==> src/rtl/branch_target_table.sv <==
// -----------------------------------------------------------------------------
// branch_target_table
//   Writable branch-target table for the fetch path. Each of DEPTH = 2**IDX_W
//   entries holds a valid bit and a TGT_W-bit target. Reads are registered, so
//   the hit/target result appears one cycle after rd_en. A two-state FSM
//   (IDLE/CLEAR) walks the table one entry per cycle to invalidate it in bulk.
//
// Ports
//   clk        in   1      system clock, rising edge
//   rst_n      in   1      asynchronous, active-low reset
//   rd_en      in   1      read request, sampled at clk
//   rd_idx     in   IDX_W  read index
//   rd_valid   out  1      one-cycle pulse per accepted read
//   rd_hit     out  1      indexed entry was valid (holds between reads)
//   rd_target  out  TGT_W  target read, DEFAULT_TGT on miss (holds)
//   wr_en      in   1      write request, taken only while wr_ready=1
//   wr_idx     in   IDX_W  write index
//   wr_target  in   TGT_W  target to store
//   wr_ready   out  1      table accepts writes (FSM in IDLE)
//   clr_req    in   1      start bulk clear, ignored while busy
//   busy       out  1      bulk clear in progress
// -----------------------------------------------------------------------------
module branch_target_table #(
    parameter int                 TGT_W       = 8,
    parameter int                 IDX_W       = 2,
    parameter logic [TGT_W-1:0]   DEFAULT_TGT = '0
) (
    input  logic             clk,
    input  logic             rst_n,
    input  logic             rd_en,
    input  logic [IDX_W-1:0] rd_idx,
    output logic             rd_valid,
    output logic             rd_hit,
    output logic [TGT_W-1:0] rd_target,
    input  logic             wr_en,
    input  logic [IDX_W-1:0] wr_idx,
    input  logic [TGT_W-1:0] wr_target,
    output logic             wr_ready,
    input  logic             clr_req,
    output logic             busy
);

    localparam int               DEPTH    = 2 ** IDX_W;
    localparam logic [IDX_W:0]   LAST_CNT = (IDX_W + 1)'(DEPTH - 1);

    typedef enum logic {
        IDLE  = 1'b0,
        CLEAR = 1'b1
    } state_t;

    state_t             state_q;
    state_t             state_d;
    logic [IDX_W:0]     clr_cnt_q;
    logic [IDX_W-1:0]   clr_idx;

    logic [DEPTH-1:0]   valid_q;
    logic [TGT_W-1:0]   target_q [DEPTH];

    logic               wr_accept;
    logic               rd_hit_d;
    logic [TGT_W-1:0]   rd_target_d;

    assign wr_ready  = (state_q == IDLE);
    assign busy      = (state_q == CLEAR);
    assign wr_accept = wr_en & wr_ready;
    assign clr_idx   = clr_cnt_q[IDX_W-1:0];

    // -------------------------------------------------------------------------
    // FSM: next-state logic
    // -------------------------------------------------------------------------
    // NOTE: every always_comb output gets a default first so no path can leave
    // it unassigned and infer a latch.
    always_comb begin
        state_d = state_q;
        case (state_q)
            IDLE:    if (clr_req) state_d = CLEAR;
            CLEAR:   if (clr_cnt_q == LAST_CNT) state_d = IDLE;
            default: state_d = IDLE;
        endcase
    end

    // NOTE: all clocked state uses non-blocking assignments so every register
    // samples pre-edge values regardless of block ordering.
    always_ff @(posedge clk or negedge rst_n) begin
        if (!rst_n) begin
            state_q   <= IDLE;
            clr_cnt_q <= '0;
        end else begin
            state_q <= state_d;
            if (state_q == IDLE) begin
                if (clr_req) clr_cnt_q <= '0;
            end else begin
                clr_cnt_q <= clr_cnt_q + 1'b1;
            end
        end
    end

    // -------------------------------------------------------------------------
    // Storage. The clear walk owns the array while busy; writes only land in
    // IDLE, so the two never collide.
    // -------------------------------------------------------------------------
    // NOTE: the table is built from flops, not a RAM macro, so every entry is
    // reset explicitly; a miss after reset depends on valid bits being zero.
    always_ff @(posedge clk or negedge rst_n) begin
        if (!rst_n) begin
            valid_q <= '0;
            for (int i = 0; i < DEPTH; i++) target_q[i] <= '0;
        end else if (state_q == CLEAR) begin
            valid_q[clr_idx]  <= 1'b0;
            target_q[clr_idx] <= '0;
        end else if (wr_accept) begin
            valid_q[wr_idx]  <= 1'b1;
            target_q[wr_idx] <= wr_target;
        end
    end

    // -------------------------------------------------------------------------
    // Read path. A same-index write in the same cycle is forwarded so the
    // reader sees the new target; during a clear every read misses, even for
    // entries the walk has not reached yet.
    // -------------------------------------------------------------------------
    always_comb begin
        rd_hit_d    = 1'b0;
        rd_target_d = DEFAULT_TGT;
        if (state_q == IDLE) begin
            if (wr_accept && (wr_idx == rd_idx)) begin
                rd_hit_d    = 1'b1;
                rd_target_d = wr_target;
            end else if (valid_q[rd_idx]) begin
                rd_hit_d    = 1'b1;
                rd_target_d = target_q[rd_idx];
            end
        end
    end

    always_ff @(posedge clk or negedge rst_n) begin
        if (!rst_n) begin
            rd_valid  <= 1'b0;
            rd_hit    <= 1'b0;
            rd_target <= '0;
        end else begin
            rd_valid <= rd_en;
            if (rd_en) begin
                rd_hit    <= rd_hit_d;
                rd_target <= rd_target_d;
            end
        end
    end

endmodule
==> config.mk <==
export PLATFORM = sky130hd
export DESIGN_NAME = branch_target_table
export DESIGN_NICKNAME = d
export VERILOG_FILES = /design/src/rtl/branch_target_table.sv
export SDC_FILE = /design/constraint.sdc
export NUM_CORES = 1
export LEC_CHECK = 0
export BUFFER_PORTS_ARGS = -buffer_cell sky130_fd_sc_hd__buf_2
export CAP_MARGIN = 20
export CORE_MARGIN = 4
export CORE_UTILIZATION = 60
export CTS_CLUSTER_DIAMETER = 120
export DETAILED_ROUTE_END_ITERATION = 6
export GPL_TIMING_DRIVEN = 0
export PLACE_DENSITY = 0.93
export SETUP_SLACK_MARGIN = 0.05
export SLEW_MARGIN = 20
export SYNTH_ARGS = -nofsm -noshare
export SYNTH_HDL_FRONTEND = slang
export SYNTH_SLANG_ARGS = --single-unit
==> constraint.sdc <==
create_clock -name clk -period 3.2 [get_ports clk]
set_input_delay 0 -clock clk [delete_from_list [all_inputs] [get_ports clk]]
set_output_delay 0 -clock clk [all_outputs]
set_load 0.01 [all_outputs]
==> flow_metrics.py <==
metrics = {
    "outcome": {
        "run_status": "finished, final reports clean",
    },
    "routing": {
        "drt-initial-drc-count": 188,
        "wire_per_inst_um": 17.81,
        "via_per_inst": 5.980,
        "finalWirelength_um": 6180,
        "num_vias": 2075,
        "antenna_left": 0,
        "drc": 0,
        "dr.pass1.iters": 4,
    },
    "pwr": {
        "p_int_mw": 1.255,
        "ir_drop_v": 0.0005125,
        "switching_power_mw": 0.6864,
        "p_clk_frac": 0.221,
        "p_sw_frac": 0.3535,
        "pwr-share-comb": 0.323,
        "leakagePower_nw": 1.451,
        "power.density_nw_per_um2": 648.5,
        "p_seq_frac": 0.456,
    },
    "clock_network": {
        "cts.sinks": 50,
        "cts_buffers": 5,
        "clk_pin_slew_ns": 0.09,
        "hold_buffers": 11,
        "clock_latency_ns": 0.31,
        "ctsLongestPathBuffers": 2,
        "cts_root_buf": "clkbuf_8",
        "cts_tree": "done",
        "cts_setup_buffers": 0,
        "h-tree-depth": 2,
        "cts_resized": 0,
    },
    "synth": {
        "synth_area_um2": 2569,
        "async_reset_ff_frac": 1.000,
        "syn_area_per_cell_um2": 10.27,
        "ys_types": 32,
        "syn_nets": 272,
        "ys_seq_area_frac": 0.4871,
        "synthFlopType": "dfrtp_1",
        "syn-instance-count": 250,
        "yosys.area.top_type": "dfrtp_1",
        "yosys_warnings": 0,
        "synth-seq-cells": 50,
        "synth.area.top_cells": "dfrtp_1 (49%), nand2_1 (11%), o21ai_0 (7.2%)",
        "synth_edf_count": 0,
        "synth_top_area_frac": 0.4871,
    },
    "placement": {
        "dp_hpwl_um": 4186,
        "io_buffers": 28,
        "placed_area_um2": 2771,
        "pre_cts_slack_ns": 1.605,
        "place_congestion": 0.8213,
    },
    "final_layout": {
        "final_cell_mix": "nand2_1 (76), dfrtp_1 (50), o21ai_0 (37), buf_2 (30), dlygate4sd3_1 (11)",
        "syn_to_final_growth_pct": 16.56,
        "drive_above_1_share": 0.1987,
        "stdcell_area_um2": 2994,
        "nNetsFinal": 318,
        "post-route-util": 0.7379,
        "final_common_cell": "nand2_1",
        "diodes": 0,
    },
    "sta": {
        "maxSlewViolCount": 0,
        "period_needed_ns": 1.693,
        "setup_slack_ns": 1.507,
        "clock.fmax_mhz": 590.8,
        "rsz0062_at_grt": "no",
        "slew-limit-headroom": 0.5340,
        "fin_skew_ns": 0.006082,
        "hold_viol": 0,
        "post-route-period-util": 0.5289,
        "setup_viol": 0,
        "worst_slew_pin_slew_ns": 0.6940,
        "setup_tns_ns": 0,
    },
    "die": {
        "io_pins": 29,
        "die_area_um2": 5392,
        "die_h_um": 73.43,
        "start_util": 0.6331,
        "rows": 23,
        "fp.dieW_um": 73.43,
        "core_area_um2": 4058,
    },
    "global_route": {
        "grt_max_degree": 51,
        "grtUsageTotal": 0.2560,
        "grt_overflow": 0,
        "grt_pass1_wl_um": 10410,
        "grt_pass1_vias": 2244,
        "grt_antenna_before_repair": 0,
    },
    "job": {
        "drv_cap": 0,
    },
    "worst_setup_path": {
        "start_kind": "flip-flop",
        "required_ns": 3.41,
        "cp.arrival_ns": 1.91,
        "crit_start": "busy$_DFF_PN0_",
        "crit_fanout": 10,
        "cp-end-kind": "flip-flop",
        "r2r-start": "busy$_DFF_PN0_",
        "path_class": "flip-flop to flip-flop",
    },
    "hold_path": {
        "worstHoldStart": "wr_idx[0]",
        "hold_class": "input port to flip-flop",
    },
}
[worst paths after layout]
path | end | slack [ns] | depth (start not counted)
setup / recovery | target_q[27]$_DFFE_PN0P_ | 1.51 | 4
hold / removal | target_q[28]$_DFFE_PN0P_ | 0.16 | 3
setup reg to reg | target_q[27]$_DFFE_PN0P_ | 1.51 | 4
hold reg to reg | valid_q[1]$_DFFE_PN0P_ | 0.48 | 1
max in group asynchronous | rd_hit$_DFFE_PN0P_ | 2.53 | 2
min in group asynchronous | clr_cnt_q[0]$_DFFE_PN0P_ | 0.25 | 2
[logic make-up after synthesis]
logic type	count (synthesis)	synth area share
flip-flops	50	0.4871
AO/OA/AOI/OAI	59	0.1417
buffers and inverters	21	0.05455
adder cells (fa/ha/maj)	5	0.02435
AND/OR/NAND/NOR	102	0.1953
XOR/XNOR	4	0.01364
multiplexers	9	0.08329
[stage by stage]
| step | instances | power, mW | hold WS, ns |
|---|---|---|---|
| 2_1_floorplan | 250 | 1.289 | -0.2956 |
| 3_3_place_gp | 328 | 1.446 | 0.2134 |
| 3_5_place_dp | 328 | 1.493 | 0.2185 |
| 4_1_cts | 347 | 1.926 | 0.1447 |
| 5_1_grt | 347 | 2.050 | 0.1809 |
| 6_report | 347 | 1.942 | 0.1591 |
[worst max-delay path, cell delays in order, from the launching register on]
cell,delay [ns]
dfrtp_1,0.53
nor4b_4,0.62
buf_4,0.29
nand2_1,0.06
o21ai_0,0.10
[metal layers]
layer	vias up	wire [µm]	GRT usage
li1	958	-	-
met1	1018	2435	0.2990
met2	85	3171	0.4429
met3	14	444	0.06156
met4	0	128	0.1187
met5	-	0	0
[synth_stat cells (4+ instances only)]
cell,instances
nand2_1,76
dfrtp_1,50
o21ai_0,37
a41oi_1,8
and3b_1,8
inv_1,7
buf_6,6
mux4_2,6
nor2b_1,6
ha_1,5
a21o_1,4
and2b_1,4
o21ai_1,4
[cell type report]
class / instances / area, µm²
Sequential cell: 50 / 1251
Multi-Input combinational cell: 179 / 1177
Fill cell: 269 / 1064
Timing Repair Buffer: 39 / 252.7
Buffer: 14 / 113.9
Clock buffer: 8 / 110.1
Tap cell: 50 / 62.56
Inverter: 7 / 26.28
[state kept, by name, summed over array words and instances, names as in the netlist]
name and flops:
clr_cnt_q 3, rd_target 8, target_q 32, valid_q 4
rd_valid 1, busy 1, rd_hit 1
[power groups by stage]
stage               sequential, mW  clock (mW)  combinational, mW
floorplan                    0.866           0              0.423
CTS                          0.878       0.432              0.616
detailed placement           0.891           0              0.602
global route                 0.902       0.453              0.694
finish                       0.885       0.429              0.627
global placement             0.877           0              0.569
(Power assumes the default switching activity.)
